## config.mk

```make
export PLATFORM = sky130hd
export DESIGN_NAME = load_store_unit
export DESIGN_NICKNAME = d
export VERILOG_FILES = /design/src/rtl/load_store_unit.sv
export SDC_FILE = /design/constraint.sdc
export NUM_CORES = 1
export LEC_CHECK = 0
export ABC_AREA = 1
export BUFFER_PORTS_ARGS = -buffer_cell sky130_fd_sc_hd__buf_4
export CORE_MARGIN = 2
export CORE_UTILIZATION = 30
export CTS_BUF_LIST = sky130_fd_sc_hd__clkbuf_8
export CTS_CLUSTER_SIZE = 30
export DETAILED_ROUTE_END_ITERATION = 8
export HOLD_SLACK_MARGIN = 0.12
export PLACE_DENSITY = 0.59
export SLEW_MARGIN = 20
export SYNTH_ARGS = -nofsm -noshare
export SYNTH_HDL_FRONTEND = slang
export SYNTH_SLANG_ARGS = --single-unit
```

## constraint.sdc

```tcl
create_clock -name clk -period 9.5 [get_ports clk]
set_input_delay 2.85 -clock clk [delete_from_list [all_inputs] [get_ports clk]]
set_output_delay 2.85 -clock clk [all_outputs]
set_load 0.1 [all_outputs]
```

## src/rtl/load_store_unit.sv

```systemverilog
// Load/store unit: runs one req/ack data-memory access per start, with byte
// lane steering, load extension, a request timeout and an error pulse.
// Optional build macro MISALIGN_TRAP_EN: misaligned half/word accesses trap
// to ERR with misalign=1 instead of being issued as the aligned access.
module load_store_unit #(
  parameter int unsigned TIMEOUT_CYCLES = 16
) (
  input  logic        clk,
  input  logic        rst,
  input  logic        start,
  input  logic        is_store,
  input  logic [2:0]  funct3,
  input  logic [31:0] addr,
  input  logic [31:0] store_data,
  output logic        busy,
  output logic        done,
  output logic [31:0] load_data,
  output logic        load_we,
  output logic        err,
  output logic        misalign,
  output logic        mem_req,
  output logic        mem_we,
  output logic [31:0] mem_addr,
  output logic [31:0] mem_wdata,
  output logic [3:0]  mem_be,
  input  logic        mem_ack,
  input  logic [31:0] mem_rdata
);

  localparam int unsigned DW = 32;
  localparam int unsigned CW = $clog2(TIMEOUT_CYCLES) + 1;

  typedef enum logic [1:0] {IDLE = 2'd0, REQ = 2'd1, DONE = 2'd2, ERR = 2'd3} state_t;

  state_t         state;
  state_t         state_nxt;
  logic           is_store_q;
  logic [2:0]     funct3_q;
  logic [DW-1:0]  addr_q;
  logic [DW-1:0]  wdata_q;
  logic [3:0]     be_q;
  logic [CW-1:0]  cnt;
  logic           legal_c;
  logic           mis_c;
  logic [3:0]     be_c;
  logic [DW-1:0]  wdata_c;
  logic [DW-1:0]  rdata_sh;
  logic [DW-1:0]  rdata_ext;
  logic           timeout_c;
  logic           accept_c;

  assign accept_c  = (state == IDLE) && start;
  assign timeout_c = (cnt == CW'(TIMEOUT_CYCLES - 1));

  // Decode the incoming request: legality, lane enables and replicated store data
  always_comb begin
    legal_c = 1'b0;
    be_c    = 4'b1111;
    wdata_c = store_data;
    if (is_store) legal_c = (funct3 == 3'b000) || (funct3 == 3'b001) || (funct3 == 3'b010);
    else          legal_c = (funct3 == 3'b000) || (funct3 == 3'b001) || (funct3 == 3'b010) ||
                            (funct3 == 3'b100) || (funct3 == 3'b101);
    case (funct3[1:0])
      2'b00: begin
        be_c    = 4'b0001 << addr[1:0];
        wdata_c = {4{store_data[7:0]}};
      end
      2'b01: begin
        be_c    = 4'b0011 << {addr[1], 1'b0};
        wdata_c = {2{store_data[15:0]}};
      end
      default: begin
        be_c    = 4'b1111;
        wdata_c = store_data;
      end
    endcase
  end

`ifdef MISALIGN_TRAP_EN
  logic mis_q;

  // Misalignment only matters for legal half/word accesses
  always_comb begin
    mis_c = legal_c && (((funct3[1:0] == 2'b01) && addr[0]) ||
                        ((funct3[1:0] == 2'b10) && (addr[1:0] != 2'b00)));
  end

  // Remember why the access trapped so misalign can accompany err
  always_ff @(posedge clk or posedge rst) begin
    if (rst)           mis_q <= 1'b0;
    else if (accept_c) mis_q <= mis_c;
  end
`else
  // Misaligned accesses are issued as the aligned access
  always_comb begin
    mis_c = 1'b0;
  end
`endif

  // State register
  always_ff @(posedge clk or posedge rst) begin
    if (rst) state <= IDLE;
    else     state <= state_nxt;
  end

  // Next-state logic; an ack on the timeout cycle still completes the access
  always_comb begin
    state_nxt = state;
    case (state)
      IDLE: if (start) state_nxt = (legal_c && !mis_c) ? REQ : ERR;
      REQ: begin
        if (mem_ack)        state_nxt = DONE;
        else if (timeout_c) state_nxt = ERR;
      end
      DONE:    state_nxt = IDLE;
      ERR:     state_nxt = IDLE;
      default: state_nxt = IDLE;
    endcase
  end

  // Output decode from state; busy also covers the start cycle itself
  always_comb begin
    busy     = 1'b0;
    done     = 1'b0;
    load_we  = 1'b0;
    err      = 1'b0;
    misalign = 1'b0;
    mem_req  = 1'b0;
    mem_we   = 1'b0;
    busy     = (state != IDLE) || start;
    mem_req  = (state == REQ);
    mem_we   = (state == REQ) && is_store_q;
    done     = (state == DONE);
    load_we  = (state == DONE) && !is_store_q;
    err      = (state == ERR);
`ifdef MISALIGN_TRAP_EN
    misalign = (state == ERR) && mis_q;
`endif
  end

  // Latch the request so the memory side stays stable while in REQ
  always_ff @(posedge clk or posedge rst) begin
    if (rst) begin
      is_store_q <= 1'b0;
      funct3_q   <= 3'b000;
      addr_q     <= '0;
      wdata_q    <= '0;
      be_q       <= 4'b0000;
    end else if (accept_c) begin
      is_store_q <= is_store;
      funct3_q   <= funct3;
      addr_q     <= addr;
      wdata_q    <= wdata_c;
      be_q       <= be_c;
    end
  end

  assign mem_addr  = {addr_q[31:2], 2'b00};
  assign mem_wdata = wdata_q;
  assign mem_be    = be_q;

  // Request-cycle counter, cleared whenever the unit leaves REQ
  always_ff @(posedge clk or posedge rst) begin
    if (rst)                cnt <= '0;
    else if (state == REQ)  cnt <= cnt + CW'(1);
    else                    cnt <= '0;
  end

  // Align the addressed lane to bit 0 and extend it
  always_comb begin
    rdata_sh  = mem_rdata;
    rdata_ext = mem_rdata;
    case (funct3_q[1:0])
      2'b00:   rdata_sh = mem_rdata >> {addr_q[1:0], 3'b000};
      2'b01:   rdata_sh = mem_rdata >> {addr_q[1], 4'b0000};
      default: rdata_sh = mem_rdata;
    endcase
    case (funct3_q)
      3'b000:  rdata_ext = {{24{rdata_sh[7]}}, rdata_sh[7:0]};
      3'b100:  rdata_ext = {24'h000000, rdata_sh[7:0]};
      3'b001:  rdata_ext = {{16{rdata_sh[15]}}, rdata_sh[15:0]};
      3'b101:  rdata_ext = {16'h0000, rdata_sh[15:0]};
      default: rdata_ext = rdata_sh;
    endcase
  end

  // Load result is captured on ack so it is valid during the DONE pulse
  always_ff @(posedge clk or posedge rst) begin
    if (rst)                                          load_data <= '0;
    else if ((state == REQ) && mem_ack && !is_store_q) load_data <= rdata_ext;
  end

endmodule

```

* Yosys cells after proc, flatten, opt, wreduce, memory -nomap -nowiden
Index checks and enable logic that the tools add are counted.
Word-level totals: bits in registers 111, memories 0, latch bits 0, output and inout bits 107, memory bits (read-only) 0, RAM bits 0, bits of input ports 104
Cells by class: bitwise operators 0, magnitude comparators 0, reduce and logical (&&, ||, !) cells 19, shift operators 4, add/subtract/negate cells 1, multiplexer cells 11, equality and inequality tests 15, div/mod/pow operators 0, $mul 0
Operators by type and width (count):
- $pmux 32 s2 | 2
- $pmux 32 s4 | 1
- $shr 32x5->32 | 2
- $eq 3x3->1 const B | 4
- $mux 2 | 4
- $pmux 4 s2 | 1
- $eq 2x1->1 const B | 3
- $eq 3x1->1 const B | 2
- $logic_not 2->1 | 3
- $logic_not 3->1 | 2
- $pmux 2 s3 | 1
- $add 5x1->5 const B | 1
- $eq 5x4->1 const B | 1
- $logic_and 1x1->1 | 5
- $logic_or 1x1->1 | 5
- $mux 5 | 1
- $eq 2x2->1 const B | 2
- $shl 1x2->4 const A | 1
- $shl 2x2->4 const A | 1
- $eq 3x2->1 const B | 1
- $ne 3x1->1 const B | 1
- $ne 2x2->1 const B | 1
- $reduce_and 2->1 | 1
- $reduce_bool 2->1 | 1
- other kinds (3) | 3

* Logic depth before layout (Yosys ltp)
Gate-level depths: netlist (run 1).
depth in word-level cells 9, gate-level depth with buffers 13, gate-level depth less buffers 11

* Least setup slack after synthesis (run 1)
No wires, ideal clock.
path kind in2out, from input start, to output busy, data required time 6650 ps, buffers on the path 0, stages on the path 2, data arrival time 3525 ps, slack 3125 ps, cell sequence inv_1 > nand2_1
Between the ends: cells in the longest elaborated chain, start to end 1
Ends and longest elaborated chain:
- from (decl) | line 10 | input logic start,
- $logic_or 1x1->1 | line 130 | busy = (state != IDLE) || start;
- to (decl) | line 15 | output logic busy,
No other way between the ends.

* Final worst setup path (run 1)
Same ends and word-level chain as after synthesis.

==> flow_summary.toml, run 1 <==
[global_route]
grt_pass1_wl_microns = 26700
grt_pass1_vias = 5045
track_usage_pct = 16.7
gr-total-overflow = 0
grt_start_max_net_pins = 68
antenna_found_initial = 0

[worst_setup_path]
arrival_ns = 3.34
slowest_delay_ns = 0.29
critical_path_class = "in -> out"
r2r_slack_ns = 6.79
critPathBufInv = 3
cp_data_required_time_ns = 6.65
crit_path_end_kind = "primary output"
startpoint_type = "primary input"
crit_path_frequent_cell = "buf_4"
critPathSlowestCell = "buf_4"
cp_top_family = "buffers and inverters"
crit_chain = "buf_4 -> inv_1 -> nand2_1 -> buf_4"
worst-path-max-fanout = 2

[synthesis]
synth-seq-area-share_pct = 48.2
synthCells = 719
yosysTopAreaCell = "dfrtp_1"
synth_top_family_by_area = "simple AND/OR/NAND/NOR gates"
synth_area_leaders = "dfrtp_1 48%, nand2_1 15%, a21oi_1 5.9%"
synth_ff_type = "dfrtp_1"
syn_area_per_cell_sq_um = 8.02
yosys.area_share.adder_pct = 0.434
synth_seq_cells = 111
async_flop_share_pct = 100
synth_xor_area_share_pct = 0
synth-simple-area-share_pct = 29.0
yosysWarnings = 0
synth-compound-area-share_pct = 10.6
netlist-cell-type-count = 33
synth-edff-count = 0
muxShareOfSynthArea_pct = 0
syn_area_sq_um = 5760
synth_top_area_share_pct = 48.2

[clocking]
cts_made_buffers = 9
clock_sink_count = 111
clock_path_buffers = 2
cts_setup_buffers = 0
ctsResizeCount = 0
clkTransAtPathRegs_ns = 0.11
cts_tree = "yes"
htree_levels = 3
clk_latency_ns = 0.40
hold_buffers = 0
cts-root-buf = "clkbuf_8"

[routing]
dr.pass1.iters = 4
viasPerCell = 4.64
routed-via-count = 5146
detail_route.wl_per_cell_microns = 15.2
initialDrtViolationCount = 232
routed_wl_microns = 16900
ant_nets = 0
remaining_drc_errors = 0

[layout]
fillCellCount = 2000
final_cell_mix = "229 x nand2_1, 210 x buf_4, 111 x dfrtp_1, 68 x a21oi_1, 64 x nor2_1"
drive_gt1_share_pct = 32.3
layout_commonest_cell = "nand2_1"
area.growth.synth_to_final_pct = 27.8
antenna_cells = 0
nNetsFinal = 977

[placed_design]
numPortBuffers = 207
dp_hpwl_microns = 12000
globalplace.congestion = 0.836

[sta]
min_period_ns = 6.19
tightest_slew_ns = 0.922
setup_tns_ns = 0
fmax_mhz = 161
fin_crit_sh_pct = 65.2
rsz0062_at_grt = "no"
hold_viol = 0
finalMaxSlewViolations = 0
finalSetupViolations = 0
slew_headroom_pct = 38.5
clock_skew_ns = 0.0198

[hold_path]
hp-class = "reg -> reg"

[job]
drv_cap = 0

[floorplanning]
die_height_microns = 143
rows = 50
ios = 211
die_area_sq_um = 20300
fp.dieW_microns = 143
core_area_sq_um = 18800
initial_core_util_pct = 30.7

[run_status]
status = "complete, no violations"
==> cells by family (layout without fill, tap and decap cells) <==
family          after synthesis  in the layout
buf+inv                     126            281
simple gates                369            369
fa+ha+maj                     2              2
other cells                   1              3
compound gates              110            110
flops                       111            111
==> worst register-to-register path, cell delays in order (launching register included) <==
cell and delay, ns:
dfrtp_1 0.96, inv_4 0.24, a21oi_2 0.60, nand2_1 0.13, nand3_2 0.13, nand2_4 0.08, nand2_8 0.19, nand3_1 0.15
nand2_1 0.09, inv_1 0.03
==> cells in the mapped netlist, types with 2 or more instances <==
cell type / n
a21oi_1: 68
a21oi_2: 8
a31oi_1: 17
buf_2: 17
buf_4: 36
buf_6: 2
clkbuf_1: 14
dfrtp_1: 111
ha_1: 2
inv_1: 49
inv_2: 5
nand2_1: 230
nand2_4: 6
nand2_8: 3
nand3_1: 26
nand3_2: 14
nand4_1: 6
nor2_1: 64
o21ai_0: 13
or2_2: 15
==> layout make-up <==
type	instances	area, sq um	area share (%)
Clock inverter	7	62.6	0.849
Tap cell	234	293	3.97
Clock buffer	9	124	1.68
Sequential cell	111	2780	37.7
Inverter	55	211	2.87
Multi-Input combinational cell	484	2320	31.5
Timing Repair Buffer	210	1580	21.4
==> worst paths after layout <==
check / depth (start not counted) / start / to
min: 1 / cnt[0]$_DFF_PP0_ / cnt[0]$_DFF_PP0_
max reg2reg: 9 / funct3_q[1]$_DFFE_PP0P_ / load_data[28]$_DFFE_PP0P_
min in group asynchronous: 2 / rst / addr_q[5]$_DFFE_PP0P_
max in group asynchronous: 3 / rst / load_data[11]$_DFFE_PP0P_
max: 4 / start / busy
min reg2reg: 1 / cnt[0]$_DFF_PP0_ / cnt[0]$_DFF_PP0_
==> sequential cells by signal (all words and copies together), names as in the netlist <==
name,cells
addr_q,32
load_data,32
mem_wdata,32
cnt,5
mem_be,4
funct3_q,3
state,2
is_store_q,1
==> metrics by stage <==
step,cells,hold WS (ns),instance area [sq um],utilization [%],worst slack [ns]
after CTS,1110,0.475,7370,39.3,3.30
final,1110,0.467,7370,39.3,3.31
after global placement,1094,0.455,7180,38.3,3.32
after detailed placement,1094,0.459,7180,38.3,3.31
after floorplan,721,0.430,5770,-,3.12
after global routing,1110,0.501,7370,39.3,3.28
==> layer usage <==
layer	vias up	wire length, microns	global-route usage [%]
li1	2533	-	-
met1	2403	7090	21.1
met2	195	7850	27.5
met3	15	1690	5.26
met4	0	255	5.11
met5	-	0	0
Power of run 1 is not shown: default switching activity piles up to over one toggle a cycle in this logic, so the estimate is an artifact.
==> inputs of run 2 (changes only) <==
- PLACE_DENSITY: 0.59 -> 0.61
- clock period: 9.5 -> 5.45 ns (I/O delays scaled with it)
==> run 2 against run 1 <==
  * Cell area up 0.44%
  * Critical path depth stayed put
  * Register-to-register slack got worse by 4.0 ns
  * Wire length is 0.92% higher
  * Non-clock buffer count up 1
  * Die area unchanged
  * Clock skew is 0.00084 ns higher
  * Via count is 0.41% higher
  * Core utilization rose by 0.17 points
  * Cell count barely moved
  * Clock-buffer cell count unchanged
  * Setup slack got worse by 1.6 ns
  * Critical path type unchanged
  * Highest routed layer unchanged
==> flow_summary.toml, run 2 (same netlist as run 1, synthesis figures left out) <==
[run_status]
status = "complete, no violations"

[routing]
initialDrtViolationCount = 250
routed_wl_microns = 17000
viasPerCell = 4.65
remaining_drc_errors = 0
routed-via-count = 5167
ant_nets = 0
dr.pass1.iters = 4
detail_route.wl_per_cell_microns = 15.3

[floorplanning]
die_area_sq_um = 20300
die_height_microns = 143
initial_core_util_pct = 30.7
fp.dieW_microns = 143
rows = 50
core_area_sq_um = 18800
ios = 211

[worst_setup_path]
r2r_slack_ns = 2.82
crit_path_end_kind = "primary output"
arrival_ns = 2.12
rr_endpoint = "load_data[30]$_DFFE_PP0P_"
startpoint_type = "primary input"
critical_path_class = "in -> out"
r2r_cells = 9
timing.rr.start = "funct3_q[1]$_DFFE_PP0P_"
worst-path-max-fanout = 2
cp_data_required_time_ns = 3.82

[sta]
min_period_ns = 3.76
fmax_mhz = 266
finalMaxSlewViolations = 0
slew_headroom_pct = 39.4
fin_crit_sh_pct = 69.0
hold_viol = 0
tightest_slew_ns = 0.909
setup_tns_ns = 0
finalSetupViolations = 0
clock_skew_ns = 0.0206
rsz0062_at_grt = "no"
hold_ws_ns = 0.485

[clocking]
clock_sink_count = 111
ctsResizeCount = 0
clock_path_buffers = 2
htree_levels = 3
hold_buffers = 0
cts_made_buffers = 9
cts_tree = "yes"
cts-root-buf = "clkbuf_8"
clkTransAtPathRegs_ns = 0.12
cts_setup_buffers = 0
clk_latency_ns = 0.40

[layout]
drive_gt1_share_pct = 32.4
final_cell_mix = "229 x nand2_1, 211 x buf_4, 111 x dfrtp_1, 68 x a21oi_1, 64 x nor2_1"
nNetsFinal = 978
layout_commonest_cell = "nand2_1"
area.growth.synth_to_final_pct = 28.4
antenna_cells = 0

[global_route]
antenna_found_initial = 0
grt_start_max_net_pins = 68
gr-total-overflow = 0
grt_pass1_vias = 4950
track_usage_pct = 16.9
grt_pass1_wl_microns = 26900

[job]
drv_cap = 0

[hold_path]
min_from = "cnt[0]$_DFF_PP0_"
min_to = "cnt[0]$_DFF_PP0_"
hp-class = "reg -> reg"
hold_depth = 1

[placed_design]
dp_hpwl_microns = 12100
globalplace.congestion = 0.839
numPortBuffers = 207
==> run 2: cell count changes in the layout (fill, tap and decap cells not counted), sizes merged <==
cell and delta:
inv -3, clkinv +3, buf +1
==> run 2: worst max-delay path, cell delays in order <==
cell and delay [ns]:
buf_4 0.09, inv_1 0.03, nand2_1 0.07, buf_4 0.29
==> run 2: layer usage <==
layer / up-vias / wire length [microns] / GRT usage, %
met4: 0 / 306 / 5.37
met1: 2409 / 7250 / 21.8
met2: 199 / 7820 / 26.7
met3: 18 / 1670 / 5.94
met5: - / 0 / 0
li1: 2541 / - / -
==> run 2: worst max path at each step <==
| stage | from | end |
|---|---|---|
| 6_report | start | busy |
| 2_1_floorplan | rst | addr_q[0]$_DFFE_PP0P_ |
| 5_1_grt | start | busy |
| 4_1_cts | start | busy |
| 3_5_place_dp | start | busy |
| 3_3_place_gp | start | busy |
==> run 2: per-stage QoR <==
stage	worst slack, ns	utilization, %	std cells	instance area (sq um)
2_1_floorplan	0.884	-	721	5770
3_3_place_gp	1.70	38.3	1095	7190
3_5_place_dp	1.69	38.3	1095	7190
4_1_cts	1.69	39.4	1111	7400
5_1_grt	1.68	39.4	1111	7400
6_report	1.69	39.4	1111	7400
==> run 2: layout make-up <==
cell class	count	area, sq um
Multi-Input combinational cell	484	2320
Sequential cell	111	2780
Clock buffer	9	124
Clock inverter	7	87.6
Tap cell	234	293
Fill cell	2008	11400
Timing Repair Buffer	211	1580
Inverter	55	211
Power of run 2 is left out for the same reason.
==> inputs of run 3 (changes only) <==
- ABC_AREA: 1 -> 0
- PLACE_DENSITY: 0.61 -> 0.6
- clock period: 5.45 -> 3.75 ns (I/O delays scaled with it)
==> run 3 against run 2 <==
  * Non-clock buffer count increased by 6
  * Synthesized area shrank 5.4%
  * Sequential share of layout area is 0.86 points higher
  * Critical endpoint unchanged
  * Largest cell class unchanged
==> flow_summary.toml, run 3 <==
[placed_design]
dp_cells = 983
globalplace.congestion = 0.764
dp_slack_ns = 0.838
numPortBuffers = 207
dp_hpwl_microns = 11400

[clocking]
clock_path_buffers = 2
htree_levels = 3
clkTransAtPathRegs_ns = 0.11
hold_buffers = 0
cts_tree = "yes"
clk_latency_ns = 0.39
clock_sink_count = 111
cts_setup_buffers = 0
cts-root-buf = "clkbuf_8"
ctsResizeCount = 0
cts_made_buffers = 9

[synthesis]
synth_top_area_share_pct = 51.0
synthTopCellsByCount = "155 x nand2_1, 111 x dfrtp_1, 46 x o21ai_0"
synth-edff-count = 0
synth_most_common_cell = "nand2_1"
synth_ff_type = "dfrtp_1"
syn_area_sq_um = 5450
async_flop_share_pct = 100
synth_area_leaders = "dfrtp_1 51%, nand2_1 11%, buf_4 4.5%"
synth-seq-area-share_pct = 51.0
synth_seq_cells = 111
yosysWarnings = 0
syn_area_per_cell_sq_um = 8.92
yosysTopAreaCell = "dfrtp_1"
synthCells = 611
netlist-cell-type-count = 39

[worst_setup_path]
crit_end = "busy"
cp.depth = 3
crit_start = "start"
timing.rr.start = "addr_q[1]$_DFFE_PP0P_"
startpoint_type = "primary input"
r2r_cells = 4
rr_endpoint = "load_data[14]$_DFFE_PP0P_"
crit_path_frequent_cell = "buf_4"
r2r_slack_ns = 1.63
crit_path_end_kind = "primary output"
cp_data_required_time_ns = 2.62
crit_chain = "buf_4 -> or3_1 -> buf_4"
slowest_delay_ns = 0.30
critical_path_class = "in -> out"
cp_top_family = "buffers and inverters"
arrival_ns = 1.78
worst-path-max-fanout = 4
critPathBufInv = 2
critPathSlowestCell = "or3_1"

[sta]
setup_tns_ns = 0
clock_skew_ns = 0.0105
slew_headroom_pct = 41.6
hold_viol = 0
tightest_slew_ns = 0.873
finalMaxSlewViolations = 0
rsz0062_at_grt = "no"
fmax_mhz = 344
min_period_ns = 2.91
setup_slack_ns = 0.841
fin_crit_sh_pct = 77.6
finalSetupViolations = 0

[global_route]
grt_pass1_wl_microns = 25800
grt_pass1_vias = 4743
track_usage_pct = 16.6
gr-total-overflow = 0
grt_start_max_net_pins = 59
antenna_found_initial = 0

[layout]
fin_util_pct = 40.4
instances_no_fill = 999
final_cell_mix = "216 x buf_4, 154 x nand2_1, 111 x dfrtp_1, 46 x o21ai_0, 40 x a21oi_1"
nNetsFinal = 871
drive_gt1_share_pct = 32.3
antenna_cells = 0
layout_commonest_cell = "buf_4"
area.growth.synth_to_final_pct = 32.7

[routing]
routed-via-count = 4767
viasPerCell = 4.77
initialDrtViolationCount = 239
detail_route.wl_per_cell_microns = 16.0
routed_wl_microns = 16000
dr.pass1.iters = 4
remaining_drc_errors = 0
ant_nets = 0

[floorplanning]
rows = 49
core_area_sq_um = 17900
die_height_microns = 139
ios = 211
die_area_sq_um = 19300
fp.dieW_microns = 139
initial_core_util_pct = 30.5

[hold_path]
hp-class = "reg -> reg"
hold_depth = 2

[run_status]
status = "complete, no violations"

[job]
drv_cap = 0
[run 3: cell count changes after synthesis, moves of 25 or more]
cell      previous run  this run
nand2_1            230       155
o21ai_0             13        46
nor2_1              64        33
a21oi_1             68        40
inv_1               49        21
clkbuf_1            14        39
nand3_1             26         1
[run 3: worst register-to-register path, cell delays in order (launching register included)]
cell      delay [ns]
dfrtp_1         0.63
clkinv_1        0.56
a22o_1          0.36
a221oi_1        0.30
o22ai_1         0.13
[run 3: kinds of logic after synthesis]
group	after synthesis	share of synthesized area, %
buffers and inverters	98	9.09
other	1	0.0688
AO/OA/AOI/OAI	150	16.9
flip-flops	111	51.0
multiplexers	32	6.06
XOR/XNOR	2	0.321
AND/OR/NAND/NOR	215	16.2
adder cells (fa/ha/maj)	2	0.459
[run 3: area by class of cell]
class / count / area, sq um
fillers: 1870 / 10700
flip-flops and latches: 111 / 2780
multi-input cells: 404 / 2210
repair buffers: 217 / 1640
well taps: 229 / 287
clock buffers: 9 / 124
clock inverters: 7 / 109
inverters: 22 / 86.3
[run 3: worst min-delay path by stage]
stage                                         from  slack (ns)                        to
final                       addr_q[19]$_DFFE_PP0P_        0.49    addr_q[19]$_DFFE_PP0P_
after global routing        addr_q[26]$_DFFE_PP0P_        0.51    addr_q[26]$_DFFE_PP0P_
after CTS                         cnt[0]$_DFF_PP0_        0.49          cnt[0]$_DFF_PP0_
after detailed placement    addr_q[30]$_DFFE_PP0P_        0.46    addr_q[30]$_DFFE_PP0P_
after global placement    mem_wdata[4]$_DFFE_PP0P_        0.46  mem_wdata[4]$_DFFE_PP0P_
after floorplan                   cnt[0]$_DFF_PP0_        0.43          cnt[0]$_DFF_PP0_
[run 3: metal layers]
| metal | GRT usage [%] | vias up | wire (microns) |
|---|---|---|---|
| met5 | 0 | - | 0 |
| met4 | 3.72 | 0 | 149 |
| met3 | 6.46 | 11 | 1500 |
| met2 | 25.5 | 175 | 7270 |
| met1 | 22.3 | 2262 | 7030 |
| li1 | - | 2319 | - |
[run 3: metrics by stage]
stage	area (sq um)	hold WS, ns
after floorplan	5470	0.433
after global placement	6990	0.460
after detailed placement	6990	0.464
after CTS	7230	0.489
after global routing	7230	0.510
final	7230	0.486
Power of run 3 is left out for the same reason.
